$ cat config.mk
export PLATFORM = sky130hd
export DESIGN_NAME = stopwatch_ctrl
export DESIGN_NICKNAME = d
export VERILOG_FILES = /design/src/rtl/stopwatch_ctrl_pkg.sv /design/src/rtl/stopwatch_ctrl_key_edge.sv /design/src/rtl/stopwatch_ctrl.sv
export SDC_FILE = /design/constraint.sdc
export NUM_CORES = 1
export LEC_CHECK = 0
export BUFFER_PORTS_ARGS = -buffer_cell sky130_fd_sc_hd__buf_4
export CAP_MARGIN = 20
export CELL_PAD_IN_SITES_DETAIL_PLACEMENT = 1
export CELL_PAD_IN_SITES_GLOBAL_PLACEMENT = 1
export CORE_ASPECT_RATIO = 0.7
export CORE_MARGIN = 2
export CORE_UTILIZATION = 39
export CTS_BUF_LIST = sky130_fd_sc_hd__clkbuf_4
export DETAILED_ROUTE_END_ITERATION = 10
export PLACE_DENSITY = 0.8
export SYNTH_ARGS = -nofsm -noshare
export SYNTH_HDL_FRONTEND = slang
export SYNTH_HIERARCHICAL = 1
export SYNTH_SLANG_ARGS = --single-unit
$ cat constraint.sdc
create_clock -name clk -period 1.4 [get_ports clk]
set_input_delay 0.14 -clock clk [delete_from_list [all_inputs] [get_ports clk]]
set_output_delay 0.14 -clock clk [all_outputs]
set_load 0.02 [all_outputs]
$ cat src/rtl/stopwatch_ctrl_pkg.sv
// Shared definitions for the stopwatch control slice: FSM state codes and
// the default terminal BCD value used by the controller and the counter chain.
package stopwatch_ctrl_pkg;

  typedef enum logic [1:0] {
    ST_IDLE  = 2'd0,
    ST_RUN   = 2'd1,
    ST_PAUSE = 2'd2,
    ST_DONE  = 2'd3
  } sw_state_e;

  localparam logic [11:0] LIMIT_DEFAULT = 12'h321;

endpackage

$ cat src/rtl/stopwatch_ctrl_key_edge.sv
// Key input conditioning: SYNC_STAGES-deep synchronizer followed by a
// history flop, producing a one-clk press pulse on each rising key edge.
module key_edge #(
  parameter int unsigned SYNC_STAGES = 2
) (
  input  logic clk,
  input  logic reset,
  input  logic key,
  output logic press
);

  logic [SYNC_STAGES-1:0] sync;
  logic [SYNC_STAGES-1:0] vld;
  logic                   hist;
  logic                   armed;

  // After reset the edge detector only arms once the synchronized key has
  // been genuinely observed low, so a key held through reset release is not
  // mistaken for a fresh press.
  always_ff @(posedge clk or posedge reset) begin
    if (reset) begin
      sync  <= '0;
      vld   <= '0;
      hist  <= 1'b0;
      armed <= 1'b0;
    end else begin
      sync  <= {sync[SYNC_STAGES-2:0], key};
      vld   <= {vld[SYNC_STAGES-2:0], 1'b1};
      hist  <= sync[SYNC_STAGES-1];
      armed <= armed | (vld[SYNC_STAGES-1] & ~sync[SYNC_STAGES-1]);
    end
  end

  assign press = sync[SYNC_STAGES-1] & ~hist & armed;

endmodule

$ cat src/rtl/stopwatch_ctrl.sv
// Stopwatch controller: start/stop and lap/clear keys drive a 4-state FSM
// that gates the external BCD counter, freezes the display and flags DONE.
module stopwatch_ctrl
  import stopwatch_ctrl_pkg::*;
#(
  parameter logic [11:0] LIMIT       = LIMIT_DEFAULT,
  parameter int unsigned SYNC_STAGES = 2
) (
  input  logic       clk,
  input  logic       reset,
  input  logic       tick,
  input  logic       key_ss,
  input  logic       key_lc,
  input  logic [3:0] cnt2,
  input  logic [3:0] cnt1,
  input  logic [3:0] cnt0,
  output logic       cnt_en,
  output logic       cnt_clr,
  output logic [3:0] disp2,
  output logic [3:0] disp1,
  output logic [3:0] disp0,
  output logic       lap_on,
  output logic       done,
  output logic [1:0] state
);

  sw_state_e   state_q;
  logic [11:0] lap_val;
  logic [11:0] cnt_live;
  logic        ss_press;
  logic        lc_press;
  logic        at_limit;

  key_edge #(.SYNC_STAGES(SYNC_STAGES)) u_key_ss (
    .clk   (clk),
    .reset (reset),
    .key   (key_ss),
    .press (ss_press)
  );

  key_edge #(.SYNC_STAGES(SYNC_STAGES)) u_key_lc (
    .clk   (clk),
    .reset (reset),
    .key   (key_lc),
    .press (lc_press)
  );

  assign cnt_live = {cnt2, cnt1, cnt0};
  assign at_limit = (cnt_live == LIMIT);

  always_ff @(posedge clk or posedge reset) begin
    if (reset) begin
      state_q <= ST_IDLE;
      lap_on  <= 1'b0;
      cnt_clr <= 1'b0;
      lap_val <= '0;
    end else begin
      cnt_clr <= 1'b0;
      case (state_q)
        ST_IDLE: begin
          if (lc_press) begin
            cnt_clr <= 1'b1;
          end else if (ss_press) begin
            state_q <= ST_RUN;
          end
        end
        ST_RUN: begin
          // start/stop has priority; lap toggling and the terminal event
          // are independent of each other otherwise
          if (ss_press) begin
            state_q <= ST_PAUSE;
          end else begin
            if (lc_press) begin
              lap_on <= ~lap_on;
              if (!lap_on) lap_val <= cnt_live;
            end
            if (tick && at_limit) state_q <= ST_DONE;
          end
        end
        ST_PAUSE: begin
          if (lc_press) begin
            cnt_clr <= 1'b1;
            lap_on  <= 1'b0;
            state_q <= ST_IDLE;
          end else if (ss_press) begin
            state_q <= ST_RUN;
          end
        end
        ST_DONE: begin
          if (lc_press) begin
            cnt_clr <= 1'b1;
            lap_on  <= 1'b0;
            state_q <= ST_IDLE;
          end
        end
        default: state_q <= ST_IDLE;
      endcase
    end
  end

  assign cnt_en                = tick & (state_q == ST_RUN) & ~at_limit;
  assign {disp2, disp1, disp0} = lap_on ? lap_val : cnt_live;
  assign done                  = (state_q == ST_DONE);
  assign state                 = state_q;

endmodule

### After elaboration in Yosys (flattened, before gate mapping)

Cells that the tools add are included.

| storage, ports and cells | value |
|---|---|
| output and inout port bits | 18 |
| logic and storage cells | 61 |
| register bits after elaboration | 28 |

| cells by class | value |
|---|---|
| equality and inequality tests | 10 |
| bitwise gates (word level) | 17 |
| mux-type cells | 14 |
| reduce and logical (&&, ||, !) cells | 8 |

Operators by type and width:

| cell | number |
|---|---|
| 12-bit by 10-bit equality test with 1-bit output, second input constant | 1 |
| 12-bit 2-to-1 mux | 1 |
| 2-bit 2-to-1 mux | 6 |
| 1-bit AND | 8 |
| 2-bit case mux with 4 select lines | 1 |
| 1-bit NOT | 7 |
| 2-bit != test, second input constant | 3 |
| 3-bit AND reduction | 2 |
| 1-bit 2-to-1 mux | 5 |
| 2-bit equality test, second input constant | 2 |
| 2-bit by 1-bit != test with 1-bit output, second input constant | 2 |
| 4-bit AND reduction | 1 |
| 3-bit != test, second input constant | 1 |
| 3-bit OR reduction | 1 |
| 2-bit by 1-bit equality test with 1-bit output, second input constant | 1 |
| 2-bit logical NOT | 1 |
| 1-bit bitwise OR | 2 |
| 1-bit case mux with 2 select lines | 1 |
| 2-bit nonzero test | 1 |
| 2-bit OR reduction | 1 |
| 1-bit logical AND | 1 |

### Logic depth before layout (Yosys ltp)

Gate-level depths: netlist of the first run.

| logic depth | value |
|---|---|
| word-level depth | 6 |
| gate-level depth with buffers | 6 |
| gate-level depth less buffers | 5 |

### Cells and area by module

The synthesis of the first run kept the hierarchy.

Modules (own cells, without submodules):

| module | instances | cells an instance | area an instance (um^2) | sequential area each (um^2) |
|---|---|---|---|---|
| stopwatch_ctrl | 1 | 66 | 927.1 | 400.4 |
| key_edge | 2 | 11 | 181.4 | 150.1 |

### Least setup slack after synthesis of the first run

Ideal clock, no wire load.

| timing path | value |
|---|---|
| kind | reg2reg |
| from | register u_key_lc.sync[1] |
| to | register lap_val[10] |
| arrival | 1.416 ns |
| required time | 1.275 ns |
| setup slack | -0.141 ns |
| buffers on the path | 1 |
| stages on the path, launching flop included | 6 |
| clock period less this slack | 1.541 ns |
| cells stage by stage | dfrtp_1 inv_1 nor3b_2 and4_4 buf_6 mux2_4 |

| between the ends | value |
|---|---|
| longest elaborated chain between the ends | 3 |

Ends and longest elaborated chain:

| what | RTL line | source |
|---|---|---|
| start: declaration | stopwatch_ctrl_key_edge.sv:12 | `logic [SYNC_STAGES-1:0] sync;` |
| start signal: assignment | stopwatch_ctrl_key_edge.sv:27 | `sync <= {sync[SYNC_STAGES-2:0], key};` |
| 1-bit AND (2 in a row) | stopwatch_ctrl_key_edge.sv:34 | `assign press = sync[SYNC_STAGES-1] & ~hist & armed;` |
| net lc_press | stopwatch_ctrl.sv:31 | `logic lc_press;` |
| 3-bit AND reduction (no source line) | - |  |
| end signal: assignment | stopwatch_ctrl.sv:75 | `if (!lap_on) lap_val <= cnt_live;` |
| end: declaration | stopwatch_ctrl.sv:28 | `logic [11:0] lap_val;` |

The timed path passes the listed nets, and every way through them passes these cells.
A chain may end at the register's enable or synchronous reset.

### Worst setup path in the final report of the first run

| timing path | value |
|---|---|
| from | register lap_on |
| to | output port disp2[1] |

| between the ends | value |
|---|---|
| longest elaborated chain between the ends | 1 |

Ends and longest elaborated chain:

| what | RTL line | source |
|---|---|---|
| start: declaration | stopwatch_ctrl.sv:22 | `output logic lap_on,` |
| start signal: assignment | stopwatch_ctrl.sv:74 | `lap_on <= ~lap_on;` |
| 12-bit 2-to-1 mux | - |  |
| end: declaration | stopwatch_ctrl.sv:19 | `output logic [3:0] disp2,` |

Every way passes these cells.

==> results of run 1 <==
[cell families (layout without fill, tap and decap cells)]
kind of cell           after synthesis  count (layout)  share of synthesized area (%)
flip-flops                          28              28                           54.3
multiplexers                        25              25                           26.7
AND/OR/NAND/NOR                     14              15                           8.54
buffers and inverters               11              72                           5.63
AO/OA/AOI/OAI                        8               8                           4.27
other                                2               2                          0.582
[worst max-delay path by stage]
stage / endpoint / slack, ns
finish: disp2[1] / -0.13
global route: disp0[1] / -0.17
CTS: disp2[3] / -0.12
detailed placement: lap_val[0] / -0.1
global placement: lap_val[1] / -0.05
floorplan: lap_val[10] / -0.09
[where the power goes]
| part | internal, mW | switching, mW | leakage, nW | total, mW |
|---|---|---|---|---|
| logic | 1.24 | 0.902 | 0.601 | 2.14 |
| registers | 0.996 | 0.134 | 0.337 | 1.13 |
| clock network | 0.105 | 0.233 | 0.0154 | 0.338 |
| total | 2.34 | 1.27 | 0.953 | 3.61 |
[final cells by class]
cell class | instances | area share [%]
well taps | 38 | 2.50
inverters | 8 | 1.58
flip-flops and latches | 28 | 36.9
clock buffers | 3 | 1.18
multi-input cells | 50 | 30.5
repair buffers | 60 | 27.1
clock inverters | 1 | 0.197
[sequential cells by signal (all words and copies together) (netlist names)]
| register | cells |
|---|---|
| u_key_ss/hist | 1 |
| u_key_ss/armed | 1 |
| cnt_clr | 1 |
| lap_on | 1 |
| u_key_lc/sync | 2 |
| u_key_ss/sync | 2 |
| u_key_lc/hist | 1 |
| lap_val | 12 |
| u_key_lc/vld | 2 |
| u_key_lc/armed | 1 |
| state | 2 |
| u_key_ss/vld | 2 |
[worst max-delay path, stage by stage (launching register included)]
cell	delay [ns]
dfrtp_1	0.42
buf_6	0.18
mux2_4	0.33
buf_6	0.13
[layer usage]
layer / vias to the layer above / wire length (um)
met2: 24 / 1750
met3: 4 / 157
met5: - / 0
met4: 0 / 40
met1: 488 / 1530
li1: 432 / -
[what timing repair did]
item,CTS,global route
hold endpoints to repair,30,0
cloned,1,1
endpoints found under the setup margin,26,27
resized for setup,25,5
pin swaps,2,1
hold buffers,3,0
buffers inserted,10,4
[cell usage in the layout (no fill, tap or decap)]
| cell type | count |
|---|---|
| a21boi_0 | 1 |
| a21o_1 | 2 |
| a31oi_1 | 1 |
| and2_1 | 1 |
| and3_2 | 1 |
| and4_1 | 1 |
| and4_4 | 2 |
| buf_2 | 1 |
| buf_4 | 40 |
| buf_6 | 16 |
| clkbuf_4 | 3 |
| clkinv_1 | 1 |
| conb_1 | 2 |
| dfrtp_1 | 28 |
| dlygate4sd3_1 | 3 |
| inv_1 | 4 |
| inv_2 | 4 |
| mux2_4 | 24 |
| mux2i_1 | 1 |
| nand2_1 | 2 |
| nand2b_1 | 1 |
| nand3_1 | 2 |
| nor3b_4 | 2 |
| nor4b_1 | 1 |
| nor4b_2 | 1 |
| nor4bb_1 | 1 |
| o211ai_1 | 1 |
| o21ai_0 | 2 |
| o32ai_2 | 1 |
==> results.md, run 1 <==
- Status: finished with violations
- Failing checks: setup timing
- Crit path from: lap_on
- Detailed Route Iter0 Violations: 34
- Final Hold Fails: 0
- Warnings, synthesis: 6
- First-pass GRT wire length: about 5.2 mm
- Num CTS Buffers: 3
- Reg area: between 700 and 800 um^2
- Total number of vias: 948
- Count of input and output buffers: 34
- # setup viols final: 24
- Prevailing post-synth register cell: dfrtp_1
- Worst hold path type: in2reg
- EDFF count, synth: 0
- Worst Hold Depth: 3
- Total Wirelength: about 3.5 mm
- Reg-to-reg startpoint: u_key_lc/hist
- CP Capture Type: output pin
- Drt first pass iters: 4
- Max_cap viols: 0
- R2r setup slk: -0.08 ns
- Root Buffer: clkbuf_4
- CTS tree: built
- Min cycle time layout: around 1.5 ns
- Area share of the largest cell type after synthesis: 54.3%
- Synth top area cells: dfrtp_1 (54%), mux2_4 (20%), mux2_2 (6.1%), inv_1 (2.0%), nor3b_2 (1.9%)
- Worst EP required: 1.26 ns
- Critical path class: reg2out
- Sink Count: 28
- Total GRT Usage: 18.8%
- Slew Limit Fails: 0
- Most instantiated cells after synthesis: dfrtp_1 (28), mux2_4 (17), inv_1 (7), mux2_2 (7)
- Ant. Diodes: 0
- RR Endpoint: lap_val[3]
- Slew HR: between 50 and 60%
- Residual DRC count: 0
- Worst-path clk slew: 0.15 ns
- Sequential fraction of the synthesis area: 54.3%
- Vias in the first global route: about 1000
- Final GP Congestion: roughly 0.70
- CP Max Fanout: 8
- Post-route ant nets: 0
- Max VDD drop: around 960 uV
- Pwr Density: between 1500 and 2000 mW/mm^2
- Worst-Margin Slew: 0.647 ns
- Largest net degree at the start of global routing: 17
- Cell depth of the worst flop-to-flop path: 3
- Met1 usage: between 20% and 30%
- Hold slack: about 0.11 ns
- CP arrival: approximately 1.4 ns
- Syn_nets: roughly 110
- Setup TNS: -2.14 ns
- Placed cell count: ~170
- Die area: 0.00379 mm^2
- Min-Delay Endpoint: state[1]
- Initial core utilization: 41.0%
- GR Overflow Total: 0
- I/O pins: 35
- Final WS setup: -0.131 ns
- Synth cell types: 25
- Vias per cell: just over 5
- Setup Slack @ Placement: -0.0977 ns
- Synth Instances: between 80 and 90
- Final Total Pwr: approximately 3.6 mW
- Clock latency on the worst-skew pair: between 0.3 and 0.4 ns
- #FFs+latches synth: 28
- Lkg Pwr: around 0.95 nW
- Maximum clock path buffer count: 2
- Fin cells: approximately 190
- Cell with the most instances after synthesis: dfrtp_1
- Avg Synthesized Cell Area: ~15 um^2
- Max Freq: 653 MHz
- Post-synth top area cell: dfrtp_1
- Core Area: approximately 0.0031 mm^2
- Layout Area Growth over Synthesis: 47.3%
- Multi-input gate area in the final layout: ~580 um^2
- Synthesized area: approximately 0.0013 mm^2
- DPL Wire Length: approximately 2.1 mm
- DR WL/cell: 18.5 um
- GR peak layer: met2
- Critical Path Start Type: flop
- M2 GR Usage: roughly 33%
- Final design area excluding fillers: roughly 0.0019 mm^2
- H-tree depth: 1
- Skew final: around 0.012 ns
- Share of cells above drive strength 1: 63.3%
- Asr flop ratio synth: 100%
- Final #Nets: approximately 170
- Fin crit share: 109%
- Fin util: 60.4%
- Fill count: between 300 and 400
- DP Area: around 0.0016 mm^2
- GRT met3 Usage: approximately 6%
- RSZ-0062 raised after global routing: true
- Hold Path Origin: tick
- Initial antenna violation count: 0
- Die H: approximately 52 um
- Die width: approximately 73 um
- # rows: 17
No activity file was read; power rests on OpenSTA's default activity.
==> run 2: changes to the inputs <==
--- a/config.mk
+++ b/config.mk
@@ -11,10 +11,9 @@
 export CELL_PAD_IN_SITES_GLOBAL_PLACEMENT = 1
 export CORE_ASPECT_RATIO = 0.7
 export CORE_MARGIN = 2
-export CORE_UTILIZATION = 39
-export CTS_BUF_LIST = sky130_fd_sc_hd__clkbuf_4
+export CORE_UTILIZATION = 37
 export DETAILED_ROUTE_END_ITERATION = 10
-export PLACE_DENSITY = 0.8
+export PLACE_DENSITY = 0.77
 export SYNTH_ARGS = -nofsm -noshare
 export SYNTH_HDL_FRONTEND = slang
 export SYNTH_HIERARCHICAL = 1
==> run 2 against run 1 <==
The run still ends with setup timing left. Combinational power increased by 3%. Hold slack improved by 0.093 ns. Critical path depth unchanged. Final area increased by 4.1%. Total power increased by 10%. Non-clock buffer count decreased by 3. Sequential share of layout area decreased by 1.4 points. Core utilization increased by 0.81 points. Register-to-register slack improved by 0.02 ns. Fmax increased by 1.4%. Sequential power about the same. Critical path type unchanged. Highest routed layer unchanged.
==> results.md, run 2 (synthesis gave the netlist of run 1 again) <==
- Die width: roughly 75 um
- Worst-path clk slew: 0.09 ns
- Fill count: about 330
- First-pass GRT wire length: 5.38 mm
- Vias per cell: 4.78
- Setup Slack @ Placement: -0.104 ns
- Largest stage delay on the critical path: between 0.4 and 0.5 ns
- Final Total Pwr: approximately 4.0 mW
- Crit. path cell count: 3
- Hold slack: ~0.20 ns
- Commonest cells after routing, fill and taps aside: buf_4 (36), dfrtp_1 (27), mux2_4 (24)
- Die area: 0.00398 mm^2
- Worst hold path type: in2reg
- Clock latency on the worst-skew pair: 0.28 ns
- Layout Area Growth over Synthesis: 53.3%
- CP arrival: between 1 and 1.5 ns
- Max VDD drop: between 1000 and 1500 uV
- Residual DRC count: 0
- Min cycle time layout: 1.51 ns
- Worst EP required: 1.26 ns
- Total GRT Usage: approximately a fifth
- CP delay by family, top: flip-flops
- Root Buffer: clkbuf_8
- Most common cell after layout, fill and taps aside: buf_4
- CP Cell Sequence: clkbuf_16, mux2_4, buf_6
- Final GP Congestion: between 0.7 and 0.8
- Drt first pass iters: 4
- DR WL/cell: between 15 and 20 um
- Count of input and output buffers: 34
- H-tree depth: 1
- Final WS setup: -0.110 ns
- Worst-Margin Slew: 0.660 ns
- Num CTS Buffers: 3
- Core Area: between 0.003 and 0.004 mm^2
- Slew HR: 56.0%
- CP Max Fanout: 6
- Critical Path Start Type: flop
- Crit path from: lap_on
- Reg-to-reg startpoint: u_key_lc/hist
- Max_cap viols: 0
- CP Capture Type: output pin
- Largest net degree at the start of global routing: 17
- Maximum clock path buffer count: 2
- # setup viols final: 24
- Failing checks: setup timing
- CTS tree: built
- Max FFs per register: 12
- Total number of vias: approximately 930
- Worst path slowest cell: dfrtp_2
- Detailed Route Iter0 Violations: 18
- Sink Count: 28
- Skew final: ~0.0021 ns
- I/O pins: 35
- Initial antenna violation count: 0
- Post-route ant nets: 0
- Top reg by flops: lap_val
- Share of cells above drive strength 1: between 60% and 70%
- Status: finished with violations
- Initial core utilization: 39.9%
- Fin crit share: 108%
- Final Hold Fails: 0
- R2r setup slk: -0.06 ns
- WP buf/inv: 2
- # rows: 17
- Lkg Pwr: between 0.9 and 1 nW
- DPL Wire Length: ~2.2 mm
- GR Overflow Total: 0
- Ant. Diodes: 0
- Critical path class: reg2out
- RSZ-0062 raised after global routing: true
- Slew Limit Fails: 0
- Total Wirelength: approximately 3.6 mm
- RR Endpoint: lap_val[3]
- Cell depth of the worst flop-to-flop path: 3
- Setup crit end: disp1[2]
- Vias in the first global route: 1015
- Max Freq: 662 MHz
- Die H: around 53 um
- Final #Nets: around 170
- Pwr Density: slightly above 2000 mW/mm^2
## run 2: repair_timing
item / 4_1_cts / 5_1_grt
gates cloned: 2 / 0
hold buffers: 3 / 0
buffers inserted: 9 / 4
endpoints found under the setup margin: 24 / 27
hold endpoints to repair: 30 / 0
gates resized for setup: 29 / 6
pin swaps: 3 / 5
## run 2: stage by stage
stage	TNS (ns)	std cells	area [um^2]	util [%]
final	-1.56	194	1980	61.2
after global routing	-2.47	194	1980	61.2
after CTS	-1.42	191	1930	59.7
after detailed placement	-0.828	173	1630	50.5
after global placement	-0.196	173	1630	50.5
after floorplan	-0.907	88	1300	-
## run 2: metal layers
| layer | wire length, um | track usage [%] |
|---|---|---|
| met1 | 1440 | 23.7 |
| met2 | 1930 | 34.5 |
| met3 | 142 | 4.76 |
| met4 | 58 | 7.14 |
| met5 | 0 | 0 |
## run 2: worst min-delay path, stage by stage
cell and delay [ns]:
buf_4 0.12, nand3_1 0.08, o21ai_0 0.10
## run 2: area by class of cell
| class | instances | area [um^2] | area share (%) |
|---|---|---|---|
| Sequential cell | 28 | 702 | 35.5 |
| Multi-Input combinational cell | 50 | 591 | 29.9 |
| Timing Repair Buffer | 57 | 526 | 26.6 |
| Tap cell | 47 | 58.8 | 2.97 |
| Clock buffer | 3 | 41.3 | 2.09 |
| Clock inverter | 1 | 30.0 | 1.52 |
| Inverter | 8 | 30.0 | 1.52 |
## run 2: how the worst min path moves through the flow
stage / from / to / slack (ns) / cells after the start
2_1_floorplan: reset / u_key_lc/armed / -0.07 / 1
4_1_cts: tick / state[1] / 0.20 / 3
6_report: tick / state[1] / 0.20 / 3
3_3_place_gp: reset / u_key_ss/hist / 0.08 / 2
5_1_grt: cnt2[0] / lap_val[8] / 0.24 / 3
3_5_place_dp: reset / u_key_ss/hist / 0.08 / 2
## run 2: power by group
group,internal (mW),switching [mW]
combinational,1.29,0.918
clock,0.383,0.253
sequential,1.00,0.136
total,2.67,1.31
